File: config.mk
export PLATFORM = sky130hd
export DESIGN_NAME = uart_rx_capture
export DESIGN_NICKNAME = d
export VERILOG_FILES = /design/src/rtl/darksocv_uart_pkg.sv /design/src/rtl/uart_rx_fifo.sv /design/src/rtl/uart_rx_capture.sv
export SDC_FILE = /design/constraint.sdc
export NUM_CORES = 1
export LEC_CHECK = 0
export ABC_AREA = 1
export BUFFER_PORTS_ARGS = -buffer_cell sky130_fd_sc_hd__buf_2
export CAP_MARGIN = 20
export CORE_ASPECT_RATIO = 1.1
export CORE_MARGIN = 2
export CORE_UTILIZATION = 40
export DETAILED_ROUTE_END_ITERATION = 16
export SYNTH_ARGS = -nofsm -noshare
export SYNTH_HDL_FRONTEND = slang
export SYNTH_SLANG_ARGS = --single-unit
File: constraint.sdc
create_clock -name XCLK -period 2.7 [get_ports XCLK]
set_clock_uncertainty 0.1 [all_clocks]
set_input_delay 0.81 -clock XCLK [delete_from_list [all_inputs] [get_ports XCLK]]
set_output_delay 0.81 -clock XCLK [all_outputs]
set_load 0.02 [all_outputs]
File: src/rtl/darksocv_uart_pkg.sv
// darksocv_uart_pkg: shared UART receiver state encoding and default bit timing.
package darksocv_uart_pkg;
    typedef enum logic [1:0] {IDLE, START, DATA, STOP} rx_state_e;
    localparam int BAUD_DIV_DEFAULT = 868;
endpackage

File: src/rtl/uart_rx_fifo.sv
// uart_rx_fifo: show-ahead byte FIFO; a push into a full FIFO succeeds only alongside a pop.
module uart_rx_fifo #(
    parameter int FIFO_DEPTH = 16
) (
    input  logic                              clk,
    input  logic                              rst_n,
    input  logic                              push_i,
    input  logic [7:0]                        data_i,
    input  logic                              pop_i,
    output logic [7:0]                        data_o,
    output logic [$clog2(FIFO_DEPTH+1)-1:0]   count_o,
    output logic                              full_o,
    output logic                              empty_o
);
    localparam int AW = $clog2(FIFO_DEPTH);
    localparam int NW = $clog2(FIFO_DEPTH+1);
    logic [7:0]    mem_q [FIFO_DEPTH];
    logic [AW-1:0] wp_q, rp_q;
    logic [NW-1:0] cnt_q;
    logic          do_pop, do_push;
    assign do_pop  = pop_i && !empty_o;
    assign do_push = push_i && (!full_o || do_pop);
    assign full_o  = cnt_q == NW'(FIFO_DEPTH);
    assign empty_o = cnt_q == '0;
    assign count_o = cnt_q;
    // Head reads as zero while empty so the port is defined out of reset.
    assign data_o  = empty_o ? 8'h00 : mem_q[rp_q];
    always_ff @(posedge clk or negedge rst_n) begin
        if (!rst_n) begin
            wp_q  <= '0;
            rp_q  <= '0;
            cnt_q <= '0;
        end else begin
            wp_q  <= do_push ? wp_q + AW'(1) : wp_q;
            rp_q  <= do_pop ? rp_q + AW'(1) : rp_q;
            cnt_q <= cnt_q + NW'(do_push) - NW'(do_pop);
        end
    end
    always_ff @(posedge clk) begin
        if (do_push) mem_q[wp_q] <= data_i;
    end
endmodule

File: src/rtl/uart_rx_capture.sv
// uart_rx_capture: 8N1 UART receiver sampling at mid-bit, buffering bytes in a FIFO
// with sticky overrun and framing-error flags.
module uart_rx_capture import darksocv_uart_pkg::*; #(
    parameter int BAUD_DIV   = BAUD_DIV_DEFAULT,
    parameter int FIFO_DEPTH = 16
) (
    input  logic                              XCLK,
    input  logic                              XRES,
    input  logic                              RXD,
    input  logic                              RD_EN,
    input  logic                              CLR_ERR,
    output logic [7:0]                        RD_DATA,
    output logic                              RD_VALID,
    output logic                              FULL,
    output logic [$clog2(FIFO_DEPTH+1)-1:0]   COUNT,
    output logic                              OVERRUN,
    output logic                              FERR
);
    localparam int CW = $clog2(BAUD_DIV);
    rx_state_e     state_q;
    logic [2:0]    sync_q;
    logic [CW-1:0] cnt_q;
    logic [2:0]    bit_q;
    logic [7:0]    sh_q;
    logic          ferr_q, ovr_q, rx, prev, push, drop, empty;
    // Two synchronizer stages plus one history stage for falling-edge detection.
    assign rx   = sync_q[1];
    assign prev = sync_q[2];
    assign push = (state_q == STOP) && (cnt_q == '0) && rx;
    assign drop = push && FULL && !RD_EN;
    assign RD_VALID = !empty;
    assign OVERRUN  = ovr_q;
    assign FERR     = ferr_q;
    always_ff @(posedge XCLK or negedge XRES) begin
        if (!XRES) sync_q <= 3'b111;
        else       sync_q <= {sync_q[1:0], RXD};
    end
    always_ff @(posedge XCLK or negedge XRES) begin
        if (!XRES) begin
            state_q <= IDLE;
            cnt_q   <= '0;
            bit_q   <= '0;
            sh_q    <= '0;
            ferr_q  <= 1'b0;
            ovr_q   <= 1'b0;
        end else begin
            if (CLR_ERR) begin
                ferr_q <= 1'b0;
                ovr_q  <= 1'b0;
            end
            if (drop) ovr_q <= 1'b1;
            case (state_q)
                IDLE: if (prev && !rx) begin
                    state_q <= START;
                    cnt_q   <= CW'(BAUD_DIV/2-1);
                end
                START: if (cnt_q != '0) cnt_q <= cnt_q - CW'(1);
                    else if (rx) state_q <= IDLE;
                    else begin
                        state_q <= DATA;
                        cnt_q   <= CW'(BAUD_DIV-1);
                        bit_q   <= '0;
                    end
                DATA: if (cnt_q != '0) cnt_q <= cnt_q - CW'(1);
                    else begin
                        sh_q  <= {rx, sh_q[7:1]};
                        cnt_q <= CW'(BAUD_DIV-1);
                        bit_q <= bit_q + 3'd1;
                        if (bit_q == 3'd7) state_q <= STOP;
                    end
                STOP: if (cnt_q != '0) cnt_q <= cnt_q - CW'(1);
                    else begin
                        state_q <= IDLE;
                        if (!rx) ferr_q <= 1'b1;
                    end
                default: state_q <= IDLE;
            endcase
        end
    end
    uart_rx_fifo #(.FIFO_DEPTH(FIFO_DEPTH)) u_fifo (
        .clk     (XCLK),
        .rst_n   (XRES),
        .push_i  (push),
        .data_i  (sh_q),
        .pop_i   (RD_EN),
        .data_o  (RD_DATA),
        .count_o (COUNT),
        .full_o  (FULL),
        .empty_o (empty)
    );
endmodule

# After elaboration in Yosys (flattened, before gate mapping)
# Memory sizes are Yosys's and may differ from the RTL's.
# Index checks and enable logic that the tools add are counted.
classes:
  addsub: 6
  bitwise: 1
  mux: 26
  eq_ne: 13
  n_reduce_logical: 22
op_table:
  columns: ["op", "n"]
  rows:
  - ["$mux 10", 5]
  - ["$pmux 10 s4", 1]
  - ["$mux 2", 6]
  - ["$ne 2x2->1 const B", 6]
  - ["$logic_not 10->1", 1]
  - ["$reduce_bool 10->1", 1]
  - ["$sub 10x1->10 const B", 1]
  - ["$mux 3", 3]
  - ["$add 4x1->4 const B", 2]
  - ["$mux 1", 8]
  - ["$mux 8", 1]
  - ["$pmux 2 s4", 1]
  - ["$logic_and 1x1->1", 7]
  - ["$pmux 3 s2", 1]
  - ["$add 5x1->5", 1]
  - ["$eq 5x5->1 const B", 1]
  - ["$logic_not 5->1", 1]
  - ["$reduce_and 5->1", 1]
  - ["$sub 5x1->5", 1]
  - ["$eq 2x2->1 const B", 2]
  - ["$logic_not 1->1", 4]
  - ["$reduce_and 4->1", 1]
  - ["$reduce_bool 2->1", 2]
  - ["$add 3x1->3 const B", 1]
  - ["other kinds (9)", 9]
totals:
  mem_bits_rw: 128
  mem_count: 1
  register_bits: 41
  input_bits: 5
mem_list:
  columns: ["memory", "words", "word_bits", "read_ports", "rd_clocked_by_memory_dff", "wr", "line_no", "rtl"]
  rows:
  - ["u_fifo.mem_q", 16, 8, 1, 0, 1, "uart_rx_fifo.sv:17", "logic [7:0] mem_q [FIFO_DEPTH];"]

# Logic depth before layout (Yosys ltp)
depth:
  ltp_word: 7
  ltp_mapped: 13

# Hierarchy
# A second synthesis with hierarchy kept.
hier_totals:
  cells_unflattened: 744
  area_unflattened_um2: 7741.2
by_module_without_submodules:
  columns: ["mod", "instances", "seq_area_each_um2", "area_each_um2", "cells_each"]
  rows:
  - ["uart_rx_fifo", 1, 4169.0, 5980.7, 521]
  - ["uart_rx_capture", 1, 704.4, 1760.4, 223]

# Worst setup path after synthesis
# Ideal clock, no wire load.
synth_path:
  kind: "reg-to-reg"
  start: "register u_fifo.cnt_q[3], in the netlist u_fifo.count_o[3]"
  end: "register u_fifo.cnt_q[4], in the netlist u_fifo.count_o[4]"
  path_slack_ns: -0.052
  required_ns: 2.472
  arrival_time_ns: 2.525
  setup_ns: 0.128
  path_stages_with_launch: 14
  cell_sequence: "dfrtp_1 inv_1 ha_1 nand4_1 nand2_1 inv_2 ha_1 inv_1 ha_1 inv_1 fa_1 o21ai_0 a21oi_1 xor2_1"
synth_between:
  elab_chain_cells: 7
  elab_cells_between_ends: 9
synth_rtl:
  columns: ["element", "line_no", "rtl"]
  rows:
  - ["start, declared", "uart_rx_fifo.sv:19", "logic [NW-1:0] cnt_q;"]
  - ["start signal, assigned", "uart_rx_fifo.sv:36", "cnt_q <= cnt_q + NW'(do_push) - NW'(do_pop);"]
  - ["$logic_not 5->1 (*)", "uart_rx_fifo.sv:24", "assign empty_o = cnt_q == '0;"]
  - ["$logic_not 1->1 (*)", null, null]
  - ["via RD_VALID", "uart_rx_capture.sv:13", "output logic RD_VALID,"]
  - ["$logic_and 1x1->1 (*)", "uart_rx_fifo.sv:21", "assign do_pop = pop_i && !empty_o;"]
  - ["via u_fifo.do_pop", "uart_rx_fifo.sv:20", "logic do_pop, do_push;"]
  - ["$logic_or 1x1->1", "uart_rx_fifo.sv:22", "assign do_push = push_i && (!full_o || do_pop);"]
  - ["$logic_and 1x1->1", "uart_rx_fifo.sv:22", null]
  - ["$add 5x1->5", "uart_rx_fifo.sv:36", null]
  - ["$sub 5x1->5 (*)", "uart_rx_fifo.sv:36", null]
# Mark *: on every way through the listed nets, which the timed path passes. The rest lies on a longest branch.
# A chain may end at the register's enable or synchronous reset.

# Final worst setup path
layout_path:
  start: "register u_fifo.rp_q[0]"
  end: "output RD_DATA[1]"
layout_between:
  elab_chain_cells: 2
layout_rtl:
  columns: ["element", "line_no", "rtl"]
  rows:
  - ["start, declared", "uart_rx_fifo.sv:18", "logic [AW-1:0] wp_q, rp_q;"]
  - ["start signal, assigned", "uart_rx_fifo.sv:35", "rp_q <= do_pop ? rp_q + AW'(1) : rp_q;"]
  - ["$mem_v2 16x8", null, null]
  - ["$mux 8", "uart_rx_fifo.sv:27", "assign data_o = empty_o ? 8'h00 : mem_q[rp_q];"]
  - ["end, declared", "uart_rx_capture.sv:12", "output logic [7:0] RD_DATA,"]
# Every way passes these cells.

==> run summary <==
Result of the run - finished, violations left
Violations in the final reports - setup timing
Clock latency of the later-clocked register in the worst-skew pair - 0.42 ns
Number of gates on the worst path with buffers counted - 10
Fin worst setup slack - -0.146 ns
Post-synth cell types - 36
NetSw - 3920 uW
Internal portion of total power - 6270 uW
Slowest library cell on the worst path - sky130_fd_sc_hd__dfrtp_2
Number of instances in the synthesized netlist - 741
Synth Flop Type - sky130_fd_sc_hd__edfxtp_1
Final-stage net count - 819
I/O pin cnt - 22
Clock network fraction of design power - 22.0%
Largest stage delay on the critical path - 0.42 ns
Minimum setup slack after placement - 0.0795 ns
Number of nets with antenna violations after detailed routing - 0
Proportion of total power due to net switching - 38.5%
Power per cell area - 1050 nW/um^2
Summed instance area of the synthesized netlist - 7650 um^2
Maximum fanout along the worst path - 5
Startpoint class of the critical path - flip-flop
Min cycle time layout - 2.85 ns
Initial Util - 40.3%
Worst path bufs/invs - 4
Setup repair after global routing missed its margin - true
Routed via count divided by cell count - 5.06
Post-synth EDFFs - 128
Number of buffers inserted during clock tree synthesis - 17
Row count - 53
Inserted Diodes - 0
Die height - 149 um
CTS tree - yes
Worst max-slew margin expressed relative to the limit - 42.7%
Setup violation total in the final timing report - 8
Hold Worst Slack - 0.256 ns
Antenna violations before repair - 0
Router iterations before antenna repair - 5
Clock transition at path regs - 0.06 ns
Cell leakage power - 0.00399 uW
Detailed placement HPWL - 10,400 um
Largest area contributor in the synthesized netlist - sky130_fd_sc_hd__edfxtp_1
R2R cell count - 14
Hold WC Path Type - reg -> reg
Path type of the worst setup path - reg -> out
Area after DPL - 8120 um^2
Endpoint class of the critical path - primary output
Actual slew at the worst max-slew pin - 0.857 ns
Synthesized net count - 767
Data arrival time at the worst-slack endpoint - 1.94 ns
Average wire per cell in the routed design - 17.2 um
FFs w/ async S/R, synth - 24.3%
Seq/Total Area, Yosys - 63.7%
Peak supply drop - 0.000665 V
Required time at the worst-slack endpoint - 1.79 ns
Pin count of the biggest net entering global routing - 42
Top cells by area, synth - sky130_fd_sc_hd__edfxtp_1, sky130_fd_sc_hd__dfrtp_1, sky130_fd_sc_hd__nand2_1
Maximum clock insertion buffer count - 2
Top post-synthesis cells by count - sky130_fd_sc_hd__nand2_1, sky130_fd_sc_hd__edfxtp_1, sky130_fd_sc_hd__nand3_1
Clock sink count - 169
Total Die Area - 20,300 um^2
Worst path cell trace - buf_12, buf_12, clkbuf_16, nand2_4, nand3_2, nand3_2, nand2_1, nand2_1, a21oi_2, buf_6
Total routing resource utilization after global routing - 18.6%
Overflow after GRT - 0
Final clock period utilization by the worst path - 105%
Vias in the first global route - 5,122
Max Cap Violations - 0
Total via count in the routed design - 5,324
Sum of routed wire length over all layers - 18,100 um
Synthesis Warnings - 0
Hold path depth - 0
Flops & latches, synth - 169
Fraction of layout cells with a size suffix above 1 - 31.4%
Wire length of the first global-routing pass - 27,900 um
Number of I/O port buffers - 21
Detailed-route DRC error count - 0
Final hold violation count - 0
Combinational group share of total power - 47.7%
Cell chosen for the clock root - sky130_fd_sc_hd__clkbuf_16
Max-slew violations - 0
Power share of the sequential group - 30.3%
Area added between synthesis and finish - 26.6%
Post-route cell area - 9690 um^2
Top delay family on crit path - buffers and inverters
Hold-fix buffers at CTS - 0
Mean Syn Cell Area - 10.3 um^2
Die span in x - 136 um
H-tree depth - 4
Final weighted congestion of routability-driven global placement - 0.856
Violation count after the first detailed-routing iteration - 437
Portion of synthesized cell area occupied by the leading cell type - 50.2%
Core footprint - 19,000 um^2
Peak Freq - 351 MHz
Total chip power - 10,200 uW
Cell with the most instances after synthesis - sky130_fd_sc_hd__nand2_1
[cell families after synthesis]
family                   synth area share, %
flip-flops                              63.7
buffers and inverters                   4.20
AND/OR/NAND/NOR                         24.8
adder cells (fa/ha/maj)                 3.53
AO/OA/AOI/OAI                           2.32
XOR/XNOR                                1.47
[through the flow]
| stage | cells | TNS (ns) | util [%] |
|---|---|---|---|
| floorplan | 741 | 0 | - |
| global placement | 999 | 0 | 42.8 |
| detailed placement | 999 | 0 | 42.8 |
| CTS | 1047 | -1.18 | 48.5 |
| global route | 1053 | -1.63 | 51.1 |
| finish | 1053 | -1.02 | 51.1 |
[layer usage]
layer	part of all wire [%]	GRT usage, %	up-vias
met4	1.2	6.41	0
met2	50	30.2	116
met3	4.2	3.74	19
met5	0	0	-
li1	-	-	2600
met1	44	24.9	2589
[cell type report]
class	instances	area, um^2
well taps	247	309
clock buffers	20	437
fillers	1721	9280
multi-input cells	494	2980
flip-flops and latches	169	4880
repair buffers	61	785
clock inverters	12	104
inverters	50	199
[worst register-to-register path, cell delays in order (launching register included)]
cell	delay, ns
sky130_fd_sc_hd__dfrtp_2	0.40
sky130_fd_sc_hd__inv_1	0.11
sky130_fd_sc_hd__ha_2	0.19
sky130_fd_sc_hd__nand4_1	0.11
sky130_fd_sc_hd__buf_4	0.16
sky130_fd_sc_hd__nand2_2	0.08
sky130_fd_sc_hd__inv_2	0.04
sky130_fd_sc_hd__ha_1	0.26
sky130_fd_sc_hd__inv_1	0.06
sky130_fd_sc_hd__ha_2	0.17
sky130_fd_sc_hd__inv_1	0.06
sky130_fd_sc_hd__fa_2	0.38
sky130_fd_sc_hd__o21ai_2	0.14
sky130_fd_sc_hd__a21oi_2	0.07
sky130_fd_sc_hd__xor2_1	0.13
[state kept, by name, indices dropped and copies added, names as in the netlist, 3 cells and up, named ones only]
name / flops
cnt_q: 10
sync_q: 3
u_fifo.wp_q: 4
u_fifo.count_o: 5
bit_q: 3
u_fifo.mem_q: 128
sh_q: 8
u_fifo.rp_q: 4
[layout by cell type (no fill, tap or decap), drive strengths merged, types with 3 or more instances in the layout]
master and instances:
dfstp 3, nand3 127, clkinvlp 3, ha 20
buf 58, inv 45, xor2 10, nand4 4
nand2 249, clkbuf 23, clkinv 13, a21oi 13
nor3 3, o21ai 17, nor2 42, dfrtp 38
edfxtp 128
[worst paths after layout]
| path | from | to | slack [ns] |
|---|---|---|---|
| min in group asynchronous | XRES | cnt_q[7]$_DFFE_PN0P_ | 0.34 |
| worst min register to register | sync_q[0]$_DFF_PN1_ | sync_q[1]$_DFF_PN1_ | 0.26 |
| max in group asynchronous | XRES | u_fifo.rp_q[0]$_DFFE_PN0P_ | 1.74 |
| worst min-delay path | sync_q[0]$_DFF_PN1_ | sync_q[1]$_DFF_PN1_ | 0.26 |
| worst max register to register | u_fifo.count_o[2]$_DFF_PN0_ | u_fifo.count_o[4]$_DFF_PN0_ | 0.14 |
| worst max-delay path | u_fifo.rp_q[0]$_DFFE_PN0P_ | RD_DATA[1] | -0.15 |
[what timing repair did]
action                     in CTS  in global routing
setup endpoints to repair       8                  9
cloned                          9                  3
pin swaps                      29                 77
buffers inserted                7                  4
gates resized for setup        57                106
[power by group through the flow]
stage               Combinational, uW  Sequential [uW]  Clock (uW)
floorplan                        2240             3130           0
CTS                              4290             3090        2280
global placement                 3240             3130           0
detailed placement               3260             3130           0
global route                     5290             3110        2380
finish                           4860             3090        2240
Power figures use the tool's default switching activity.
